**src/rtl/fifo36_to_ll8_pkg.sv**
```systemverilog
// fifo36_to_ll8_pkg
//   Shared field layout of the 36-bit FIFO word {occ[1:0], eof, sof, data[31:0]}
//   and a helper that maps (occ, eof) to the index of the last valid byte.
//   Imported by fifo36_to_ll8.
package fifo36_to_ll8_pkg;

  localparam int unsigned OCC_HI  = 35;
  localparam int unsigned OCC_LO  = 34;
  localparam int unsigned EOF_BIT = 33;
  localparam int unsigned SOF_BIT = 32;

  // occ == 0 means all four bytes of the word are valid
  localparam logic [1:0] OCC_FULL = 2'd0;

  // occ only qualifies the final word of a frame; mid-frame words are always full
  function automatic logic [1:0] last_idx(input logic [1:0] occ, input logic eof);
    if (!eof || occ == OCC_FULL) begin
      return 2'd3;
    end
    return occ - 2'd1;
  endfunction

endpackage

```
**src/rtl/fifo36_to_ll8.sv**
```systemverilog
// fifo36_to_ll8
//   Serialises 36-bit FIFO words {occ, eof, sof, data[31:0]} into an 8-bit
//   LocalLink byte stream. One word is held at a time; the next word is
//   accepted on the same cycle the last byte of the held word leaves, so a
//   continuous stream has no bubble cycles.
//
// Parameters
//   BIG_ENDIAN     1: data[31:24] first, 0: data[7:0] first
//
// Ports
//   clk            clock, rising edge
//   reset          synchronous, active-high
//   clear          synchronous flush, active-high
//   f36_data       {occ[1:0], eof, sof, data[31:0]}
//   f36_src_rdy_i  upstream word valid
//   f36_dst_rdy_o  block can accept a word this cycle
//   ll_data        LocalLink byte
//   ll_sof_n       start of frame, active-low
//   ll_eof_n       end of frame, active-low
//   ll_src_rdy_n   byte valid, active-low
//   ll_dst_rdy_n   downstream ready, active-low
//   err            sticky framing error flag
//
// Build option
//   FIFO36_TO_LL8_ERR_CHECK_EN  enables sof/eof framing tracker driving err;
//                               when undefined err is tied low.
module fifo36_to_ll8
  import fifo36_to_ll8_pkg::*;
#(
  parameter int BIG_ENDIAN = 1
) (
  input  logic        clk,
  input  logic        reset,
  input  logic        clear,
  input  logic [35:0] f36_data,
  input  logic        f36_src_rdy_i,
  output logic        f36_dst_rdy_o,
  output logic [7:0]  ll_data,
  output logic        ll_sof_n,
  output logic        ll_eof_n,
  output logic        ll_src_rdy_n,
  input  logic        ll_dst_rdy_n,
  output logic        err
);

  logic [35:0] hold;
  logic        valid;
  logic [1:0]  idx;
  logic [1:0]  last;
  logic [1:0]  lane;
  logic        at_last;
  logic        bxfer;
  logic        wxfer;

  assign last    = last_idx(hold[OCC_HI:OCC_LO], hold[EOF_BIT]);
  assign at_last = (idx == last);
  assign bxfer   = valid & ~ll_dst_rdy_n;

  // Ready while empty, or when the final byte leaves this cycle
  assign f36_dst_rdy_o = ~valid | (bxfer & at_last);
  assign wxfer         = f36_src_rdy_i & f36_dst_rdy_o;

  always_ff @(posedge clk) begin
    if (reset || clear) begin
      valid <= 1'b0;
      idx   <= '0;
    end else if (wxfer) begin
      valid <= 1'b1;
      idx   <= '0;
    end else if (bxfer) begin
      if (at_last) begin
        valid <= 1'b0;
        idx   <= '0;
      end else begin
        idx <= idx + 2'd1;
      end
    end
  end

  // Payload is qualified by valid, so it carries no reset
  always_ff @(posedge clk) begin
    if (wxfer) begin
      hold <= f36_data;
    end
  end

  // Big-endian walks lanes 3..0, little-endian 0..3
  assign lane = (BIG_ENDIAN != 0) ? ~idx : idx;

  always_comb begin
    ll_data = hold[7:0];
    unique case (lane)
      2'd0: ll_data = hold[7:0];
      2'd1: ll_data = hold[15:8];
      2'd2: ll_data = hold[23:16];
      2'd3: ll_data = hold[31:24];
      default: ll_data = hold[7:0];
    endcase
  end

  assign ll_src_rdy_n = ~valid;
  assign ll_sof_n     = ~(valid & hold[SOF_BIT] & (idx == 2'd0));
  assign ll_eof_n     = ~(valid & hold[EOF_BIT] & at_last);

`ifdef FIFO36_TO_LL8_ERR_CHECK_EN
  logic in_pkt;

  // A sof word must open a frame and a non-sof word must continue one
  always_ff @(posedge clk) begin
    if (reset || clear) begin
      in_pkt <= 1'b0;
      err    <= 1'b0;
    end else if (wxfer) begin
      in_pkt <= ~f36_data[EOF_BIT];
      if (f36_data[SOF_BIT] == in_pkt) begin
        err <= 1'b1;
      end
    end
  end
`else
  assign err = 1'b0;
`endif

endmodule

```
**config.mk**
```make
export PLATFORM = sky130hd
export DESIGN_NAME = fifo36_to_ll8
export DESIGN_NICKNAME = d
export VERILOG_FILES = /design/src/rtl/fifo36_to_ll8_pkg.sv /design/src/rtl/fifo36_to_ll8.sv
export SDC_FILE = /design/constraint.sdc
export NUM_CORES = 1
export LEC_CHECK = 0
export ABC_AREA = 1
export CAP_MARGIN = 20
export CORE_ASPECT_RATIO = 0.9
export CORE_MARGIN = 4
export CORE_UTILIZATION = 50
export CTS_BUF_LIST = sky130_fd_sc_hd__clkbuf_8
export DETAILED_ROUTE_END_ITERATION = 10
export PLACE_DENSITY = 0.95
export REMOVE_ABC_BUFFERS = 1
export SLEW_MARGIN = 0
export SYNTH_ARGS = -nofsm -noshare
export SYNTH_HDL_FRONTEND = slang
export SYNTH_SLANG_ARGS = --single-unit
export TNS_END_PERCENT = 100
```
**constraint.sdc**
```tcl
create_clock -name clk -period 3.2 [get_ports clk]
set_input_delay 0.8 -clock clk [delete_from_list [all_inputs] [get_ports clk]]
set_output_delay 0.8 -clock clk [all_outputs]
set_load 0.02 [all_outputs]
```
==> summary.md <==
| Metric | Value |
|---|---|
| Top sig layer | met4 |
| Setup ws final | 171 ps |
| Initial antenna violation count | 0 |
| RSZ-0062 raised after global routing | false |
| CP Capture Type | output pin |
| Met1 wire length | 1250 µm |
| Crit Path Max Fanout | 9 |
| Most frequent cell after synthesis | edfxtp_1 |
| DIE AREA | 4140 µm² |
| Initial DRC count | 49 |
| Max cap viols | 0 |
| Half-perimeter wire length after placement | 2330 µm |
| Slew Limit Fails | 0 |
| Clk root buf | clkbuf_8 |
| Clk_lat worst skew | 280 ps |
| Largest net degree at the start of global routing | 37 |
| Synth warn | 0 |
| Post-CTS setup buffer count | 0 |
| Post-synth top area share | 68.2% |
| GRT Util Overall | 17.2% |
| Internal power | 888 µW |
| Fillcell total | 225 |
| Hold Vio Cnt, Final | 0 |
| Core footprint | 3040 µm² |
| Primary FF master, synth | edfxtp_1 |
| P_leak | 0.811 nW |
| F_max | 330 MHz |
| Sequential Area | 1140 µm² |
| P per Cell Area | 489 nW/µm² |
| CTS tree | yes |
| Mapped Avg Cell Area | 13.3 µm² |
| Worst path required time | 2400 ps |
| Worst EP arrival | 2230 ps |
| Worst Hold Class | reg -> reg |
| CP max stage cell | clkdlybuf4s50_1 |
| Worst slew margin | 64.3% |
| Maximum vdd drop | 0.421 mV |
| Area delta synth->final | 42.1% |
| Hold-fix buffers, CTS | 0 |
| Final Setup Violations | 0 |
| Post-Route WL | 3180 µm |
| Buffers & Inverters on Critical Path | 2 |
| IO Pins | 54 |
| Number of synthesized flops with an enable pin | 36 |
| Clock Path Buffers | 2 |
| Global-route wire length before repair | 4960 µm |
| Cell Area, Synth | 1590 µm² |
| Commonest cells in the netlist | 36 x edfxtp_1, 15 x nand2_1, 10 x inv_1 |
| Die W | 67.4 µm |
| Detail-routed via count per cell | 5.09 |
| DRT Pass-1 Iters | 4 |
| Combinational power share | 10.7% |
| Setup crit start kind | flop |
| Hold Slack | 572 ps |
| CP max stage delay | 650 ps |
| Core Util, Final | 74.1% |
| Seq cells post-synth | 39 |
| Max Clock Skew | 3.71 ps |
| Yosys cell types | 20 |
| Clk slew on worst S/H paths | 70 ps |
| Actual slew at the worst max-slew pin | 535 ps |
| Total gr overflow | 0 |
| Cell count after synthesis | 119 |
| Crit path cell chain | inv_1 -> ha_2 -> a22o_1 -> a21oi_1 -> o21ai_0 -> clkdlybuf4s50_1 |
| Num rows | 19 |
| Final min period | 3030 ps |
| Final ANT Viol Nets | 0 |
| Clk sinks | 39 |
| Share of layout cells above drive strength 1 | 9.14% |
| Ant. Diodes | 0 |
| DR WL met3 | 292 µm |
| Switching share of total power | 19.4% |
| Reg power frac | 54.4% |
| Sequential-to-total area share from yosys stat | 72.0% |
| DRC viols | 0 |
| Most area-consuming cells after synthesis | edfxtp_1 68%, a22o_1 4.4%, ha_1 3.9% |
| Total number of vias | 1104 |
| H-Tree Depth | 2 |
| Metal2 WL | 1620 µm |
| Routed WL per cell | 14.7 µm |
| Status | finished, final reports clean |
| CTS Buf Count | 5 |
| Total power | 1.10 mW |
| CTS-repair resized insts | 0 |
| Crit path max-delay family | buffers and inverters |
| Layout net count | 220 |
| Vias in the first global route | 1104 |
| GPL Wtd Cong | 0.764 |
| Setup TNS | 0 ps |
| # port buffers | 52 |
| Crit share post-route | 94.7% |
| Area leader, netlist | edfxtp_1 |
| Async SR Flop Fraction | 0% |
| DIE HEIGHT | 61.4 µm |
| Area taken by multi-input logic gates | 387 µm² |
| Initial Util | 52.1% |
| Power share of the clock group | 34.9% |
| Setup CP Type | reg -> out |
| Psw | 214 µW |
| Setup slack at placement | 326 ps |
[routing by layer]
| metal | global-route usage, % | vias up |
|---|---|---|
| met1 | 18.9 | 521 |
| met5 | 0 | - |
| met2 | 30.5 | 49 |
| met4 | 5.20 | 0 |
| met3 | 7.48 | 2 |
| li1 | - | 532 |
[sequential cells by signal, indices dropped and copies added, names as in the netlist]
| signal | count |
|---|---|
| hold | 36 |
| idx | 2 |
| valid | 1 |
[cell usage in the layout (no fill, tap or decap), types with 5 or more instances in the layout]
cell              n
inv_1            10
nand2_1          15
o21ai_0           6
clkdlybuf4s50_1  52
a22o_1            8
edfxtp_1         36
nor2_1            7
nand2_2           5
clkbuf_8          5
a21oi_1           8
[logic make-up (layout without fill, tap and decap cells)]
| family | Yosys count | in the layout | synth area share, % |
|---|---|---|---|
| fa+ha+maj | 5 | 5 | 3.95 |
| simple gates | 34 | 34 | 9.94 |
| flops | 39 | 39 | 72.0 |
| buf+inv | 15 | 71 | 3.95 |
| compound gates | 25 | 25 | 9.95 |
| other cells | 1 | 1 | 0.237 |
[tightest hold or removal path, cell delays in order, from the launching register on]
cell and delay, ps:
dfxtp_1 350, nand2_2 100, a21boi_0 80
[per-stage QoR]
| step | std cells | area, µm² |
|---|---|---|
| global route | 217 | 2250 |
| global placement | 209 | 2140 |
| CTS | 217 | 2250 |
| finish | 217 | 2250 |
| detailed placement | 209 | 2140 |
| floorplan | 114 | 1560 |
[worst paths after layout]
check                                     endpoint  slack, ps                start  cells past startpoint
worst max register to register  hold[35]$_DFFE_PP_       1200   hold[34]$_DFFE_PP_                     10
worst max-delay path                    ll_data[5]        170  idx[0]$_SDFFE_PP0N_                      6
worst min-delay path            valid$_SDFFE_PP0P_        570   valid$_SDFFE_PP0P_                      2
worst min register to register  valid$_SDFFE_PP0P_        570   valid$_SDFFE_PP0P_                      2
[power groups by stage]
| stage | clock (mW) | combinational [mW] | sequential [mW] |
|---|---|---|---|
| 2_1_floorplan | 0 | 0.0440 | 0.609 |
| 3_3_place_gp | 0 | 0.114 | 0.609 |
| 3_5_place_dp | 0 | 0.118 | 0.612 |
| 4_1_cts | 0.396 | 0.119 | 0.600 |
| 5_1_grt | 0.419 | 0.127 | 0.603 |
| 6_report | 0.385 | 0.118 | 0.600 |
[final cells by class]
| class | instances | area share, % |
|---|---|---|
| Multi-Input combinational cell | 65 | 17.2 |
| Clock inverter | 3 | 1.72 |
| Sequential cell | 39 | 50.6 |
| Inverter | 10 | 1.67 |
| Timing Repair Buffer | 53 | 23.4 |
| Tap cell | 42 | 2.33 |
| Clock buffer | 5 | 3.05 |
Note: power is estimated with default switching activity, not from simulation.
